==> src/rtl/posit_divider_pkg.sv <==
// Shared posit definitions: divider FSM states and the special bit patterns
// (NaR, zero, maxpos, minpos) for any posit width up to PMAX bits.
package posit_divider_pkg;

  typedef enum logic [2:0] {
    IDLE,
    DECODE,
    DIVIDE,
    ROUND,
    DONE
  } div_state_t;

  localparam int PMAX = 64;

  localparam logic [PMAX-1:0] POSIT_ZERO = '0;

  // Callers truncate these to their own width with an N'() cast.
  function automatic logic [PMAX-1:0] nar_pattern(input int n);
    nar_pattern = '0;
    nar_pattern[n-1] = 1'b1;
  endfunction

  function automatic logic [PMAX-1:0] maxpos_pattern(input int n);
    maxpos_pattern = nar_pattern(n) - PMAX'(1);
  endfunction

  function automatic logic [PMAX-1:0] minpos_pattern(input int n);
    minpos_pattern = (n > 1) ? PMAX'(1) : '0;
  endfunction

endpackage

==> src/rtl/posit_divider_data_extraction.sv <==
// Combinational posit field decoder: sign, regime value k, exponent and
// mantissa with the hidden bit at the MSB. Zero and NaR are handled by the caller.
module Data_Extraction
  import posit_divider_pkg::*;
#(
  parameter int N  = 8,
  parameter int ES = 3,
  parameter int RS = $clog2(N)
) (
  input  logic [N-1:0]       in_posit,
  output logic               sign,
  output logic signed [RS:0] regime,
  output logic [ES-1:0]      exponent,
  output logic [N-1:0]       mantissa
);

  localparam logic [RS:0] RS_ONE = 1;

  logic [N-2:0] body;
  logic [N-2:0] rest;
  logic [N-2:0] frac;
  logic         lead;
  logic         stop;
  logic [RS:0]  run;

  always_comb begin
    sign = in_posit[N-1];
    // Only the bits below the sign survive the two's-complement magnitude.
    body = sign ? -in_posit[N-2:0] : in_posit[N-2:0];
    lead = body[N-2];
    run  = '0;
    stop = 1'b0;
    for (int i = N - 2; i >= 0; i--) begin
      if (!stop && (body[i] == lead)) begin
        run = run + RS_ONE;
      end else begin
        stop = 1'b1;
      end
    end
    regime   = lead ? $signed(run - RS_ONE) : -$signed(run);
    rest     = body << (run + RS_ONE);
    exponent = rest[N-2 -: ES];
    frac     = rest << ES;
    mantissa = {1'b1, frac};
  end

endmodule

==> src/rtl/posit_divider.sv <==
// Multi-cycle posit divider: decode, restoring mantissa division (one bit per
// cycle), round-to-nearest-even re-encode, then a valid/ready output hold.
module posit_divider
  import posit_divider_pkg::*;
#(
  parameter int N  = 8,
  parameter int ES = 3,
  parameter int RS = $clog2(N)
) (
  input  logic         clk,
  input  logic         rst_n,
  input  logic         in_valid,
  output logic         in_ready,
  input  logic [N-1:0] IN1,
  input  logic [N-1:0] IN2,
  output logic         out_valid,
  input  logic         out_ready,
  output logic [N-1:0] OUT,
  output logic         div_by_zero
);

  localparam int SW = RS + ES + 2;
  localparam int QW = N + 3;
  localparam int BW = 2 * N + ES + 4;
  localparam int CW = $clog2(N + 3);

  localparam logic [N-1:0] NAR    = N'(nar_pattern(N));
  localparam logic [N-1:0] ZERO   = N'(POSIT_ZERO);
  localparam logic [N-1:0] MAXPOS = N'(maxpos_pattern(N));
  localparam logic [N-1:0] MINPOS = N'(minpos_pattern(N));

  localparam logic [CW-1:0] DIV_LAST = CW'(N + 2);
  localparam logic [CW-1:0] CNT_ONE  = 1;

  localparam logic signed [RS+1:0] K_HI = (RS + 2)'(N - 2);
  localparam logic signed [RS+1:0] K_LO = (RS + 2)'(-(N - 1));

  div_state_t             state_reg;
  logic                   in_ready_reg;
  logic                   out_valid_reg;
  logic [N-1:0]           out_reg;
  logic                   dbz_reg;
  logic [N-1:0]           a_reg;
  logic [N-1:0]           b_reg;
  logic                   sign_reg;
  logic signed [SW-1:0]   scale_reg;
  logic [N-1:0]           div_reg;
  logic [N:0]             rem_reg;
  logic [QW-1:0]          q_reg;
  logic [CW-1:0]          cnt_reg;

  logic                   sign_a;
  logic                   sign_b;
  logic signed [RS:0]     regime_a;
  logic signed [RS:0]     regime_b;
  logic [ES-1:0]          exp_a;
  logic [ES-1:0]          exp_b;
  logic [N-1:0]           mant_a;
  logic [N-1:0]           mant_b;

  Data_Extraction #(.N(N), .ES(ES), .RS(RS)) u_extract_a (
    .in_posit (a_reg),
    .sign     (sign_a),
    .regime   (regime_a),
    .exponent (exp_a),
    .mantissa (mant_a)
  );

  Data_Extraction #(.N(N), .ES(ES), .RS(RS)) u_extract_b (
    .in_posit (b_reg),
    .sign     (sign_b),
    .regime   (regime_b),
    .exponent (exp_b),
    .mantissa (mant_b)
  );

  logic signed [SW-1:0] scale_a;
  logic signed [SW-1:0] scale_b;

  // {k, e} concatenated is exactly k * 2^ES + e; sign-extend by one bit.
  assign scale_a = {regime_a[RS], regime_a, exp_a};
  assign scale_b = {regime_b[RS], regime_b, exp_b};

  logic [N+1:0]          frac_next;
  logic signed [SW-1:0]  scale_adj;
  logic signed [RS+1:0]  k_res;
  logic [ES-1:0]         e_res;
  logic [RS+1:0]         shamt;
  logic [BW-1:0]         body;
  logic [N-2:0]          mag;
  logic                  guard_bit;
  logic                  round_bit;
  logic                  sticky_bit;
  logic                  round_up;
  logic [N-1:0]          mag_inc;
  logic [N-1:0]          rounded;
  logic [N-1:0]          result_next;

  always_comb begin
    // A quotient below 1 is left-normalised and costs one from the scale.
    frac_next = q_reg[QW-1] ? q_reg[N+1:0] : {q_reg[N:0], 1'b0};
    scale_adj = scale_reg - {{(SW-1){1'b0}}, ~q_reg[QW-1]};
    k_res     = scale_adj[SW-1:ES];
    e_res     = scale_adj[ES-1:0];
    shamt     = k_res[RS+1] ? ~k_res : k_res;
    // Regime as a run: ones-then-zero sign-filled for k >= 0, zeros-then-one for k < 0.
    if (k_res[RS+1]) begin
      body = {2'b01, e_res, frac_next, {N{1'b0}}} >> shamt;
    end else begin
      body = $signed({2'b10, e_res, frac_next, {N{1'b0}}}) >>> shamt;
    end
    mag        = body[BW-1 -: N-1];
    guard_bit  = body[BW-N];
    round_bit  = body[BW-N-1];
    sticky_bit = (|body[BW-N-2:0]) | (|rem_reg);
    round_up   = guard_bit & (mag[0] | round_bit | sticky_bit);
    mag_inc    = {1'b0, mag} + {{(N-1){1'b0}}, round_up};
    if ((k_res >= K_HI) || mag_inc[N-1]) begin
      rounded = MAXPOS;
    end else if ((k_res <= K_LO) || (mag_inc == ZERO)) begin
      rounded = MINPOS;
    end else begin
      rounded = mag_inc;
    end
    result_next = sign_reg ? -rounded : rounded;
  end

  always_ff @(posedge clk or negedge rst_n) begin
    if (!rst_n) begin
      state_reg     <= IDLE;
      in_ready_reg  <= 1'b0;
      out_valid_reg <= 1'b0;
      out_reg       <= '0;
      dbz_reg       <= 1'b0;
      a_reg         <= '0;
      b_reg         <= '0;
      sign_reg      <= 1'b0;
      scale_reg     <= '0;
      div_reg       <= '0;
      rem_reg       <= '0;
      q_reg         <= '0;
      cnt_reg       <= '0;
    end else begin
      case (state_reg)
        IDLE: begin
          if (in_valid && in_ready_reg) begin
            a_reg        <= IN1;
            b_reg        <= IN2;
            in_ready_reg <= 1'b0;
            state_reg    <= DECODE;
          end else begin
            in_ready_reg <= 1'b1;
          end
        end
        DECODE: begin
          if ((a_reg == NAR) || (b_reg == NAR)) begin
            out_reg       <= NAR;
            dbz_reg       <= 1'b0;
            out_valid_reg <= 1'b1;
            state_reg     <= DONE;
          end else if (b_reg == ZERO) begin
            out_reg       <= NAR;
            dbz_reg       <= 1'b1;
            out_valid_reg <= 1'b1;
            state_reg     <= DONE;
          end else if (a_reg == ZERO) begin
            out_reg       <= ZERO;
            dbz_reg       <= 1'b0;
            out_valid_reg <= 1'b1;
            state_reg     <= DONE;
          end else begin
            sign_reg  <= sign_a ^ sign_b;
            scale_reg <= scale_a - scale_b;
            div_reg   <= mant_b;
            rem_reg   <= {1'b0, mant_a};
            q_reg     <= '0;
            cnt_reg   <= DIV_LAST;
            state_reg <= DIVIDE;
          end
        end
        DIVIDE: begin
          if (rem_reg >= {1'b0, div_reg}) begin
            rem_reg <= (rem_reg - {1'b0, div_reg}) << 1;
            q_reg   <= {q_reg[QW-2:0], 1'b1};
          end else begin
            rem_reg <= rem_reg << 1;
            q_reg   <= {q_reg[QW-2:0], 1'b0};
          end
          if (cnt_reg == '0) begin
            state_reg <= ROUND;
          end else begin
            cnt_reg <= cnt_reg - CNT_ONE;
          end
        end
        ROUND: begin
          out_reg       <= result_next;
          dbz_reg       <= 1'b0;
          out_valid_reg <= 1'b1;
          state_reg     <= DONE;
        end
        DONE: begin
          if (out_ready) begin
            out_valid_reg <= 1'b0;
            in_ready_reg  <= 1'b1;
            state_reg     <= IDLE;
          end
        end
        default: begin
          state_reg <= IDLE;
        end
      endcase
    end
  end

  assign in_ready    = in_ready_reg;
  assign out_valid   = out_valid_reg;
  assign OUT         = out_reg;
  assign div_by_zero = dbz_reg;

endmodule

==> config.mk <==
export PLATFORM = sky130hd
export DESIGN_NAME = posit_divider
export DESIGN_NICKNAME = d
export VERILOG_FILES = /design/src/rtl/posit_divider_pkg.sv /design/src/rtl/posit_divider_data_extraction.sv /design/src/rtl/posit_divider.sv
export SDC_FILE = /design/constraint.sdc
export NUM_CORES = 1
export LEC_CHECK = 0
export CORE_UTILIZATION = 65
export CTS_CLUSTER_SIZE = 12
export DETAILED_ROUTE_END_ITERATION = 8
export PLACE_DENSITY_LB_ADDON = 0.08
export SYNTH_ARGS = -nofsm -noshare
export SYNTH_HDL_FRONTEND = slang
export SYNTH_SLANG_ARGS = --single-unit
==> constraint.sdc <==
create_clock -name clk -period 13.3 [get_ports clk]
set_input_delay 2.66 -clock clk [delete_from_list [all_inputs] [get_ports clk]]
set_output_delay 2.66 -clock clk [all_outputs]
set_load 0.02 [all_outputs]
# Yosys cells after proc, flatten, opt, wreduce, memory -nomap -nowiden
# Index checks and enable logic that the tools add are counted.
# word_totals
reg_bits	68
inputBits	20
out_inout_bits	11
word_cells	191
# classes
n_addsub	24
magnitude_cmp	3
n_eq_ne	26
shift	4
muxes	70
bitwise	10
reduce_logical	41
# ops
op	count
$mux 4	16
$add 4x1->4 const B	12
$mux 8	6
$mux 9	4
$mux 11	3
$logic_not 8->1	3
$mux 23	1
$shr 22x5->23	1
$sshr 23x5->23	1
$pmux 11 s2	1
$mux 1	20
$mux 3	6
$pmux 9 s2	1
$eq 8x8->1 const B	2
$pmux 8 s2	1
$pmux 3 s5	1
$mux 7	2
$ne 2x2->1 const B	7
$neg 7->7	2
$reduce_or 14->1	1
$shl 7x4->7	2
$eq 1x1->1	12
$sub 4x1->4 const B	3
$logic_and 1x1->1	11
other kinds (35)	59

# Depth between registers and ports, before layout
# logic_depth
word_depth	23
depth_mapped	26
mapped_depth_nobuf	25

# Modules after synthesis
# A second synthesis with hierarchy kept.
# unflattened
cells_unflattened	943
hier_area_um2	7572.3
# by_module_without_submodules
module	instances	cells_each	area_each_um2	seq_area_each_um2
posit_divider	1	663	5615.4	1776.7
Data_Extraction	2	140	978.4	0.0

# Worst setup path after synthesis
# OpenSTA, ideal clock, no wires.
# synth_timing
path_type	flip-flop to flip-flop
from	register a_reg[0]
to	register scale_reg[6]
setup_ps	135
t_arrival_ps	5405
required_ps	13165
path_slack_ps	7760
stages_incl_launch_ff	25
path_buffers	1
period_less_slack_ps	5540
path_cell_list	dfrtp_1 > inv_1 > ha_1 > or3b_2 > o31ai_1 > xnor2_1 > inv_2 > or3_1 > mux2i_1 > and2_1 > nand2b_1 > clkbuf_1 > ha_1 > xor2_1 > nor3_1 > o21bai_1 > ha_1 > inv_1 > fa_1 > a21o_1 > a21o_1 > a21o_1 > a21oi_1 > xor2_1 > o21ai_0
# synth_via
elab_chain_cells	20
word_cells_on_any_way	45
classes_between	add/sub: 10; eq/ne: 7; shift: 1; mux: 13; bitwise: 2; reduce/logical: 12
# synth_rtl
item	line	source
from (decl)	posit_divider.sv:43	logic [N-1:0] a_reg;
from (signal assigned)	posit_divider.sv:135	a_reg <= '0;
from (signal assigned)	posit_divider.sv:147	a_reg <= IN1;
branches (longest 20 deep; another with $neg 7->7)	n/a	
to (signal assigned)	posit_divider.sv:173	scale_reg <= scale_a - scale_b;
to (decl)	posit_divider.sv:46	logic signed [SW-1:0] scale_reg;
# Parallel ways; which one is timed is not known.
# A chain may end at the register's enable or synchronous reset.

# Worst setup path in the final report
# layout_timing
from	register a_reg[0]
to	register scale_reg[7]
# The elaborated chain is that of the path after synthesis.

==> flow_summary_export.csv <==
group,metric,value,unit
cells_and_area,final_cell_mix,"nand2_1, dfrtp_1, o21ai_0",
sta,fin_crit_sh,47.0,%
route,dr_total_vias,5717,
synth,ys_seq_area_share,27.5,%
synth,synth-edff-count,0,
clock_tree,clkSinkCount,65,
floorplan,dieWidth,97.4,µm
clock_tree,post_cts_buffers,0,
global_routing,grt_max_degree,66,
route,viasPerCell,6.67,
global_routing,grt_pass1_vias,5447,
clock_tree,cts_max_level,3,
route,drc,0,
clock_tree,clk_latency,0.35,ns
cells_and_area,multi_input_area,4010,µm²
critical_path,worstPathMaxFanout,8,
cells_and_area,nNetsFinal,789,
cells_and_area,final_common_cell,"nand2_1",
critical_path,crit_type,"register to register",
cells_and_area,drive_gt1_share,7.74,%
synth,netlist_area,5920,µm²
global_routing,grt.total_usage,33.3,%
critical_path,critical_path_buf_inv_count,2,
floorplan,core,8760,µm²
clock_tree,cts-root-buf,"clkbuf_8",
cells_and_area,fill_cells,697,
critical_path,startpoint_type,"register",
sta,setup_violations,0,
place,numPortBuffers,30,
cells_and_area,n_antenna_cell,0,
synth,ys.flop_type,"dfrtp_1",
global_routing,gr-total-overflow,0,
synth,yosys_warnings,0,
critical_path,end_kind,"register",
critical_path,cpPeakStageDelay,0.48,ns
global_routing,grt_pass1_wl,26100,µm
cells_and_area,regArea,1630,µm²
clock_tree,clkTransAtPathRegs,0.07,ns
cells_and_area,largest_reg_flops,11,
synth,async_flop_share,100,%
hold_path,min_path_type,"register to register",
synth,synth_area_leaders,"dfrtp_1, nand2_1, o21ai_0",
critical_path,cp_slowest_cell,"or3b_2",
global_routing,antenna_found_initial,0,
clock_tree,numCtsBuffers,9,
route,final_antenna_net_count,0,
floorplan,die_area,9490,µm²
flow_run,cap_violations,0,
clock_tree,clockBufferDepth,2,
sta,rsz0062_at_grt,"no",
floorplan,num_rows,34,
synth,synth_top_area_share,27.5,%
floorplan,dieHeight,97.4,µm
floorplan,start_util,67.5,%
route,dr.pass1.iters,5,
synth,synth_fp_nets,787,
status,status,"complete, no violations",
route,routed_wl,15000,µm
cells_and_area,area_growth,8.61,%
route,wl_per_cell,17.6,µm
place,place_hpwl,11200,µm
place,gp_congestion,0.951,
synth,synthDistinctLibCells,77,
sta,hold_violations,0,
floorplan,ios,31,
sta,relSlewSlack,32.3,%
clock_tree,cts_resized,0,
synth,synth_cells,742,
synth,yosysTopAreaCell,"dfrtp_1",
sta,layout_min_cycle_time,6.25,ns
synth,avgSynthCellArea,7.97,µm²
critical_path,crit_chain,"inv_1, ha_1, or3b_2, o31ai_1, xnor2_1, inv_2, or3_1, mux2i_1, and2_1, nand2b_1, ha_1, xor2_1, nor2_1, a211oi_1, a31oi_1, nor2_1, ha_1, a21o_1, a21o_1, a21o_1, a21o_1, nand2_1, a311oi_1, a21oi_1",
sta,worst_slew_pin_slew,1.02,ns
clock_tree,tritoncts,"built",
critical_path,path_common_cell,"a21o_1",
sta,fin_skew,0.0167,ns
clock_tree,hold_buffers,0,
route,drt_iter0_drc,382,
sta,slew_viol_final,0,
sta,setup_tns,0,ns
sta,fmax,0.160,GHz
critical_path,arrival,6.50,ns
critical_path,required,13.55,ns
critical_path,critPathTopFamily,"simple AND/OR/NAND/NOR gates",
synth,synth-seq-cells,65,
-- path summary, 6_finish.rpt --
| check | from | endpoint | slack, ns | cells after the start |
|---|---|---|---|---|
| max | a_reg[0]$_DFFE_PN0P_ | scale_reg[7]$_DFFE_PN0P_ | 7.05 | 24 |
| min | div_reg[7]$_DFFE_PN0P_ | div_reg[7]$_DFFE_PN0P_ | 0.46 | 2 |
| max reg2reg | a_reg[0]$_DFFE_PN0P_ | scale_reg[7]$_DFFE_PN0P_ | 7.05 | 24 |
| min reg2reg | div_reg[7]$_DFFE_PN0P_ | div_reg[7]$_DFFE_PN0P_ | 0.46 | 2 |
| max in group asynchronous | rst_n | q_reg[7]$_DFFE_PN0P_ | 10.26 | 2 |
| min in group asynchronous | rst_n | div_reg[7]$_DFFE_PN0P_ | 2.48 | 2 |
-- synth_stat cells (5+ instances only) --
cell type and instances:
nand4_1 7, buf_2 5, xor2_1 18, nand2b_1 10, xnor2_1 30, clkbuf_1 32
nor2_1 50, a211oi_1 15, dfrtp_1 65, o22ai_1 5, a21oi_1 54, o21ai_0 59
nor4_1 8, o31ai_1 13, nor2b_1 11, and2_1 8, nand3_1 35, mux2i_1 18
ha_1 23, nor3_1 19, or3_1 10, o21a_1 8, a21o_1 10, a31oi_1 7
buf_1 5, mux2_2 14, nand2_1 85, inv_1 29
-- metrics by stage --
step | worst slack (ns) | std cells | utilization [%] | hold slack, ns | instance area [µm²]
final | 7.05 | 857 | 73.3 | 0.456 | 6420
after global routing | 6.56 | 857 | 73.3 | 0.494 | 6420
after CTS | 7.06 | 857 | 73.3 | 0.461 | 6420
after detailed placement | 7.12 | 841 | 70.8 | 0.444 | 6200
after global placement | 7.50 | 841 | 70.8 | 0.434 | 6200
after floorplan | 7.76 | 742 | - | 0.418 | 5920
-- worst min-delay path, delay by kind of cell (launching register included) --
family,cells,cell delay [ns]
flip-flops,1,0.33
buffers and inverters,1,0.05
AND/OR/NAND/NOR,1,0.05
-- final cells by class --
type / instances / area share, %
Clock buffer: 11 / 2.20
Clock inverter: 5 / 1.23
Inverter: 30 / 1.75
Multi-Input combinational cell: 604 / 62.3
Sequential cell: 65 / 25.3
Tap cell: 108 / 2.10
Timing Repair Buffer: 34 / 5.06
-- layer usage --
| layer | routed length [µm] | vias to the layer above | global-route usage [%] | share of wire, % |
|---|---|---|---|---|
| li1 | - | 2728 | - | - |
| met1 | 6640 | 2746 | 44.0 | 44 |
| met2 | 7240 | 195 | 54.8 | 48 |
| met3 | 653 | 48 | 5.11 | 4.3 |
| met4 | 507 | 0 | 13.7 | 3.4 |
| met5 | 0 | - | 0 | 0 |
-- cells by family (layout without fill, tap and decap cells) --
family                   after synthesis  after routing  synth area share (%)
buffers and inverters                 73             80                  4.80
XOR/XNOR                              49             49                  7.49
adder cells (fa/ha/maj)               25             25                  5.54
flip-flops                            65             65                  27.5
AO/OA/AOI/OAI                        222            222                  24.6
multiplexers                          36             36                  7.11
AND/OR/NAND/NOR                      272            272                  23.0
Power is not shown: default switching activity piles up to over one toggle a cycle in this logic, so the estimate is an artifact.
